==> config.mk <==
export PLATFORM = sky130hd
export DESIGN_NAME = gate_deadtime
export DESIGN_NICKNAME = d
export VERILOG_FILES = /design/src/rtl/gate_deadtime_pkg.sv /design/src/rtl/gate_deadtime_channel.sv /design/src/rtl/gate_deadtime.sv
export SDC_FILE = /design/constraint.sdc
export NUM_CORES = 1
export LEC_CHECK = 0
export ABC_AREA = 1
export CAP_MARGIN = 20
export CORE_UTILIZATION = 63
export CTS_CLUSTER_SIZE = 16
export DETAILED_ROUTE_END_ITERATION = 7
export DONT_BUFFER_PORTS = 1
export PLACE_DENSITY = 0.77
export SLEW_MARGIN = 5
export SYNTH_ARGS = -nofsm -noshare
export SYNTH_HDL_FRONTEND = slang
export SYNTH_SLANG_ARGS = --single-unit
==> constraint.sdc <==
create_clock -name clk -period 1.3 [get_ports clk]
set_input_delay 0 -clock clk [delete_from_list [all_inputs] [get_ports clk]]
set_output_delay 0 -clock clk [all_outputs]
set_load 0.01 [all_outputs]
==> src/rtl/gate_deadtime_pkg.sv <==
// Shared types and constants for the gate dead-time stage.
// Channel states, channel count and the pair-partner helper.
package gate_deadtime_pkg;

  localparam int NUM_CH = 6;

  typedef enum logic [1:0] {
    ST_OFF  = 2'd0,
    ST_WAIT = 2'd1,
    ST_ON   = 2'd2
  } ch_state_e;

  function automatic int partner(input int i);
    return i ^ 1;
  endfunction

endpackage

==> src/rtl/gate_deadtime_channel.sv <==
// One gate channel: OFF/WAIT/ON state, dead-time counter
// and the registered gate drive.
module gate_deadtime_channel
  import gate_deadtime_pkg::*;
#(
  parameter int DEADTIME = 4,
  parameter int CNT_W    = 4
) (
  input  logic clk,
  input  logic rst,
  input  logic req,
  input  logic partner_idle,
  input  logic grant_block,
  input  logic kill,
  output logic gate,
  output logic waiting,
  output logic idle
);

  ch_state_e        state;
  logic [CNT_W-1:0] cnt;

  // Channel sequencing: arm on request, count dead time, then drive.
  always_ff @(posedge clk) begin
    if (rst || kill) begin
      state <= ST_OFF;
      cnt   <= '0;
      gate  <= 1'b0;
    end else begin
      unique case (state)
        ST_OFF: begin
          if (req && partner_idle && !grant_block) begin
            state <= ST_WAIT;
            cnt   <= CNT_W'(DEADTIME);
          end
        end
        ST_WAIT: begin
          if (!req || !partner_idle) begin
            state <= ST_OFF;
            cnt   <= '0;
          end else if (cnt == CNT_W'(1)) begin
            state <= ST_ON;
            cnt   <= '0;
            gate  <= 1'b1;
          end else begin
            cnt <= cnt - 1'b1;
          end
        end
        ST_ON: begin
          if (!req) begin
            state <= ST_OFF;
            gate  <= 1'b0;
          end
        end
        default: begin
          state <= ST_OFF;
          cnt   <= '0;
          gate  <= 1'b0;
        end
      endcase
    end
  end

  assign waiting = (state == ST_WAIT);
  assign idle    = (state == ST_OFF) && !gate;

endmodule

==> src/rtl/gate_deadtime.sv <==
// Gate driver stage: per-switch dead time, pair interlock,
// even-wins arbitration and a sticky short-circuit fault.
module gate_deadtime
  import gate_deadtime_pkg::*;
#(
  parameter int DEADTIME = 4,
  parameter int CNT_W    = 4
) (
  input  logic              clk,
  input  logic              rst,
  input  logic [NUM_CH-1:0] Sin,
  input  logic              Short,
  input  logic              fault_clr,
  output logic [NUM_CH-1:0] Gate,
  output logic              fault,
  output logic              busy,
  output logic              conflict
);

  logic [NUM_CH-1:0]   idle;
  logic [NUM_CH-1:0]   waiting;
  logic [NUM_CH-1:0]   blk;
  logic [NUM_CH/2-1:0] clash;

  // Even channel wins a simultaneous pair request; fault blocks all.
  always_comb begin
    blk   = {NUM_CH{fault}};
    clash = '0;
    for (int j = 0; j < NUM_CH/2; j++) begin
      clash[j] = Sin[2*j] & Sin[2*j+1]
               & idle[2*j] & idle[2*j+1];
      blk[2*j+1] = fault | (Sin[2*j] & idle[2*j]);
    end
  end

  for (genvar i = 0; i < NUM_CH; i++) begin : g_ch
    gate_deadtime_channel #(
      .DEADTIME(DEADTIME),
      .CNT_W   (CNT_W)
    ) u_ch (
      .clk         (clk),
      .rst         (rst),
      .req         (Sin[i]),
      .partner_idle(idle[partner(i)]),
      .grant_block (blk[i]),
      .kill        (Short),
      .gate        (Gate[i]),
      .waiting     (waiting[i]),
      .idle        (idle[i])
    );
  end

  // Sticky fault: set by Short, cleared only when Short is gone.
  always_ff @(posedge clk) begin
    if (rst)
      fault <= 1'b0;
    else if (Short)
      fault <= 1'b1;
    else if (fault_clr)
      fault <= 1'b0;
  end

  // One-cycle pulse when both members of a pair contend.
  always_ff @(posedge clk) begin
    if (rst)
      conflict <= 1'b0;
    else
      conflict <= (|clash) & ~fault & ~Short;
  end

  assign busy = |waiting;

endmodule

After elaboration in Yosys (flattened, before gate mapping)
Cells that the tools add are included.
{ "classes": {"n_addsub": 6, "n_eq_ne": 48, "n_mux": 80, "bitwise": 31, "n_reduce_logical": 74} }
{ "op_table": {"columns": ["op", "n"], "rows": [
  ["two-way mux 4 bit", 18],
  ["one-hot mux 4 bit (3 select lines)", 6],
  ["two-way mux 2 bit", 24],
  ["!= test 2 bit, second input constant", 18],
  ["one-hot mux 2 bit (3 select lines)", 6],
  ["equality test 4 x 1 -> 1 bit, second input constant", 6],
  ["AND reduction 4 bit", 6],
  ["subtractor 4 x 1 -> 4 bit, second input constant", 6],
  ["zero test 1 bit", 22],
  ["two-way mux 1 bit", 20],
  ["logical AND 1 bit", 18],
  ["!= test 3 bit, second input constant", 6],
  ["one-hot mux 1 bit (3 select lines)", 6],
  ["AND reduction 3 bit", 6],
  ["AND 1 bit", 14],
  ["inverter 1 bit", 14],
  ["equality test 2 x 1 -> 1 bit, second input constant", 6],
  ["equality test 2 bit, second input constant", 6],
  ["zero test 2 bit", 6],
  ["!= test 2 x 1 -> 1 bit, second input constant", 6],
  ["AND reduction 2 bit", 6],
  ["logical OR 1 bit", 7],
  ["OR reduction 6 bit", 1],
  ["bitwise OR 1 bit", 3],
  ["2 further kinds", 2]
]} }
{ "word_totals": {"register_bits": 44, "output_inout_bits": 9, "wordCells": 259} }

Logic depth before layout (Yosys ltp)
{ "depth": {"word_depth": 8, "depth_mapped": 9} }

By module
Synthesis repeated with hierarchy kept, for this count alone.
{ "unflattened": {"hier_cells": 413, "area_unflattened_um2": 2657.5} }
{ "modules_own_cells": {"columns": ["module", "instances", "cells_per_inst", "area_each_um2", "seq_area_each_um2"], "rows": [
  ["gate_deadtime_channel", 6, 64, 417.9, 140.1],
  ["gate_deadtime", 1, 29, 150.1, 40.0]
]} }

Worst setup path after synthesis
Ideal clock, no wire load.
{ "synth_timing": {"path_type": "register to register", "startpoint": "register g_ch[2].u_ch.cnt[0]", "endpoint": "register g_ch[2].u_ch.cnt[2]", "arrival_ns": 0.981, "required_time_ns": 1.172, "setup_slack_ns": 0.192, "path_stages_with_launch": 8, "period_less_slack_ns": 1.108, "cell_sequence": "dfxtp_1 -> inv_1 -> ha_1 -> xor2_1 -> nand3_1 -> nand2_1 -> nor2_1 -> nor2_1"} }
{ "synth_between": {"elab_chain_len": 4, "elab_cells_between_ends": 5, "cone_classes": "add/sub (1); eq/ne (1); mux (3)"} }
{ "synth_lines": {"columns": ["element", "line", "rtl"], "rows": [
  ["start: declaration", "gate_deadtime_channel.sv:21", "logic [CNT_W-1:0] cnt;"],
  ["start signal: assignment", "gate_deadtime_channel.sv:34", "cnt <= CNT_W'(DEADTIME);"],
  ["start signal: assignment", "gate_deadtime_channel.sv:46", "cnt <= cnt - 1'b1;"],
  ["subtractor 4 x 1 -> 4 bit or equality test 4 x 1 -> 1 bit (tied branches)", "gate_deadtime_channel.sv:46, gate_deadtime_channel.sv:41", null],
  ["two-way mux 4 bit *", "gate_deadtime_channel.sv:41", "end else if (cnt == CNT_W'(1)) begin"],
  ["two-way mux 4 bit *", "gate_deadtime_channel.sv:38", "if (!req || !partner_idle) begin"],
  ["one-hot mux 4 bit (3 select lines) *", "gate_deadtime_channel.sv:30", "unique case (state)"]
]} }
Every way passes the cells marked *; elsewhere a longest branch is shown, timed or not.
A chain may end at the register's enable or synchronous reset.

Worst setup path in the final report
{ "layout_timing": {"startpoint": "register g_ch[2].u_ch.state[1]", "endpoint": "output port busy"} }
{ "layout_between": {"elab_chain_len": 2} }
{ "layout_lines": {"columns": ["element", "line", "rtl"], "rows": [
  ["start: declaration", "gate_deadtime_channel.sv:20", "ch_state_e state;"],
  ["start signal: assignment", "gate_deadtime_channel.sv:26", "state <= ST_OFF;"],
  ["start signal: assignment", "gate_deadtime_channel.sv:33", "state <= ST_WAIT;"],
  ["start signal: assignment", "gate_deadtime_channel.sv:39", "state <= ST_OFF;"],
  ["equality test 2 x 1 -> 1 bit", "gate_deadtime_channel.sv:64", "assign waiting = (state == ST_WAIT);"],
  ["OR reduction 6 bit", "gate_deadtime.sv:71", "assign busy = |waiting;"],
  ["end: declaration", "gate_deadtime.sv:16", "output logic busy,"]
]} }
No other way between the ends.

==> results.txt <==
Of all nets on the critical path, the largest fanout is 3. The commonest cells after synthesis are sky130_fd_sc_hd__nand2_1, sky130_fd_sc_hd__inv_1, sky130_fd_sc_hd__dfxtp_1. The worst path in the final design needs a cycle of 1.28 ns, including I/O delays and setup. The largest individual stage delay along the critical path comes from the cell sky130_fd_sc_hd__dfxtp_2. Clock tree synthesis found a total of 44 sinks. In this run the mean area of a mapped cell was 6.60 um^2. Measured along the x axis, the die boundary spans 66.6 um.

Start-to-end type of the worst setup path: flip-flop to output port. For the number of primary I/O pins, the log shows 19. Power spread over the standard cell area amounts to 881 mW/mm^2. Row generation in the floorplan step produced 23 rows. The logs give 0.07 ns for the worst reg-to-reg setup slack and 4.02 mm for the estimated wirelength of the detail-placed design.

The buffer and inverter count on the worst path was 2. Port buffering added 0 buffers. The later pin in the worst-skew pair is clocked with a latency of 0.29 ns. VDD sags by at most 0.809 mV. The count of cells along the worst hold path works out to 4. The number of cells on the worst reg-to-reg path is 9.

After clock tree synthesis, the clock-pin slew on the worst setup and hold paths is 0.09 ns. The die covers 0.00444 mm^2. In this run the number of H-tree levels came out at 2. The switching portion of total power was 27.6%; the final-layout setup total negative slack was 0 ns. In this run the power spent charging and discharging nets is 746 uW.

The tools report the detailed-route wire length as 5.80 mm. After synthesis, the cell types taking the most area are sky130_fd_sc_hd__dfxtp_1, sky130_fd_sc_hd__nand2_1, sky130_fd_sc_hd__inv_1, sky130_fd_sc_hd__a21oi_1, sky130_fd_sc_hd__nand3_1. The count of endpoints failing hold in the final timing report was 0; the max-cap check violation count was 0.

In the synthesized netlist, the number of instances is 399. The critical path's largest stage delay came out at 0.34 ns. In this run the deepest clock path goes through 2 buffers. TritonCTS built the clock tree. Compared with the post-synthesis result, the final layout area differs by 16.5%. The sequential power share came out at 52.0%. The logs give 0.781 GHz for the maximum frequency from static timing analysis and 0.00618 ns for the clock skew. Among all flip-flop cells after synthesis, the most frequent one is sky130_fd_sc_hd__dfxtp_1.

Source of the worst register-to-register timing path: g_ch[2].u_ch.state[0]$_SDFFE_PP0P_. The total overflow left after global routing is 0. Before antenna repair, the detailed router went through 4 iterations. Setup repair after global routing could not meet its margin everywhere. After the first detailed-routing iteration, the DRC count stood at 198. Entering global routing, the biggest net connects 20 pins.

The run gives 33.0% as the part of the power in the clock network. Cell class contributing the biggest share of worst-path delay: simple AND/OR/NAND/NOR gates. The via count was 2519; the count of unresolved DRC violations after routing was 0.

In this run the most critical hold path is launched from Sin[2]. Once the floorplan was initialized, standard cells occupied 65.8% of the core. Traced cell by cell, the critical path runs through inv_2 > nand2_4 > inv_4 > nor4_4 > nand3_2. Global routing used 27.8% of the available tracks across all layers. The number of antenna violations at the first check in global routing is 0. Nature of the critical path endpoint: an output port. In this run the biggest area consumer among cell types represents 33.5% of the synthesized area.

Counting every net in the synthesized netlist gives 421. The post-route fraction of the period consumed by the critical path is 98.4%, and the number of instances in the placed design is 450. In this run, synthesis produced a sequential element count of 44. The die is 66.6 um tall.

Most area-hungry cell type in the Yosys netlist: sky130_fd_sc_hd__dfxtp_1. For the via count of the first global-routing pass, the log shows 2266. Transition time of the tightest slew-check pin: 0.273 ns. The filler cells instantiated in the layout total 307.

The run gives 0 as the number of warnings issued by yosys. After synthesis, the netlist uses 29 different library cells. The flow ran to the end, and the final reports show no timing, DRC or antenna violations. Data on the critical path is required at its endpoint by 1.30 ns. The tools report the worst-case headroom to the max-slew limit as 81.7%. The buffer cell driving the clock tree root was sky130_fd_sc_hd__clkbuf_8. The run gives 9.48 mm as the global-route wire length before repair. The max-slew violation total from the final report came out at 0. The share of flip-flops with an asynchronous set or reset was 0%; the core box area was 0.00400 mm^2. For the worst setup path, the data arrival time is 1.28 ns. The first element of the critical path is g_ch[2].u_ch.state[1]$_SDFFE_PP0P_.

The kind of start point of the critical path is a flip-flop. The routed length per placed instance was 12.3 um. Dividing the detail-routed via count by the number of cells gives 5.33. The analysis attributes to cell leakage a power of 0.00134 uW.

The tools report the power share of the combinational group as 15.1%. For this run, the post-layout net count is 444. The count of nets left with antenna violations after detail routing is 0, and the final-report setup violation count is 0. After synthesis, flip-flops and latches occupy 33.5% of the total area. Among all cell types in the netlist, the one instantiated most often is sky130_fd_sc_hd__nand2_1. The worst hold path belongs to the class primary input to flip-flop.

After the flow finishes, the layout carries non-filler instances totaling 473. The share of final-layout standard cells stronger than drive strength 1 was 20.3%. The tools report the number of buffers created by CTS as 5.

The internal portion of the total power is 1960 uW. At the end of routability-driven placement, the weighted congestion stood at 0.842. The synthesized design contains 0 enable-type register cells. The repair_antennas step left the layout with diodes totalling 0. In this run the cell area of the synthesized design comes to 0.00263 mm^2.

Counting buffers and inverters, the worst setup path is 5 cells deep.
-- power groups by stage --
stage                     Clock [uW]  Combinational (uW)  Sequential (uW)
after detailed placement           0                 337             1430
after global placement             0                 333             1430
final                            891                 407             1400
after global routing             955                 458             1410
after CTS                        915                 372             1400
after floorplan                    0                 265             1430
-- logic make-up after synthesis --
group,count (synthesis),synth area share (%)
adders and majority gates,12,5.70
and+or+nand+nor,208,36.5
xor gates and xnor gates,7,2.33
DFF,44,33.5
AOI/OAI and AO/OA,50,9.93
buffers and inverters,78,12.0
-- cell type report --
type	count	area [um^2]	area share, %
Multi-Input combinational cell	277	1540	50.1
Sequential cell	44	901	29.4
Inverter	68	258	8.40
Timing Repair Buffer	26	218	7.10
Clock buffer	6	82.6	2.69
Tap cell	50	62.6	2.04
Clock inverter	2	10.0	0.326
-- path summary, 6_finish.rpt --
check | end
hold / removal | g_ch[2].u_ch.state[1]$_SDFFE_PP0P_
setup / recovery | busy
setup reg to reg | g_ch[3].u_ch.state[0]$_SDFFE_PP0P_
hold reg to reg | g_ch[3].u_ch.cnt[1]$_SDFFE_PP0P_
-- registers in the layout, summed over array words and instances, names as in the netlist --
signal           count
g_ch.u_ch.state     12
fault                1
g_ch.u_ch.gate       6
conflict             1
g_ch.u_ch.cnt       24
-- routing by layer --
layer	GRT usage (%)	wire, um
met1	34.0	2610
met5	0	0
met2	46.5	2830
met3	6.51	291
met4	10.9	69
-- cells in the final DEF (no fill, tap or decap), types with 8 or more instances in the layout --
master                          instances
sky130_fd_sc_hd__inv_1                 55
sky130_fd_sc_hd__nand2_1               87
sky130_fd_sc_hd__nor2_1                41
sky130_fd_sc_hd__nand4_1               10
sky130_fd_sc_hd__buf_4                 17
sky130_fd_sc_hd__nand2_2                8
sky130_fd_sc_hd__nand3_1               33
sky130_fd_sc_hd__ha_1                  11
sky130_fd_sc_hd__inv_2                 12
sky130_fd_sc_hd__a21oi_1               35
sky130_fd_sc_hd__dfxtp_1               30
sky130_fd_sc_hd__dfxtp_2               13
sky130_fd_sc_hd__dlygate4sd3_1          9
sky130_fd_sc_hd__nor2_4                11
-- worst reg2reg max path, delay by kind of cell (launching register included) --
| kind | cells | cell delay, ns |
|---|---|---|
| AOI/OAI and AO/OA | 2 | 0.22 |
| buffers and inverters | 3 | 0.17 |
| and+or+nand+nor | 4 | 0.45 |
| DFF | 1 | 0.35 |
-- what timing repair did --
item	in CTS	in global routing
pin swaps	2	7
buffers inserted	1	5
gates resized for setup	12	32
setup endpoints to repair	1	24
hold buffers	9	0
hold endpoints to repair	13	0
-- through the flow --
stage                     hold slack [ns]  util, %  total power, uW  worst slack, ns  cell area, um^2
after floorplan                    0.0724        -             1690            0.192             2630
after global placement             0.0781     67.9             1770           0.0180             2720
after detailed placement           0.0754     67.9             1770           0.0341             2720
after CTS                         0.00345     73.7             2690         0.000217             2950
after global routing               0.0275     76.7             2820          -0.0265             3070
final                              0.0111     76.7             2700           0.0203             3070
Note: power is estimated with default switching activity, not from simulation.
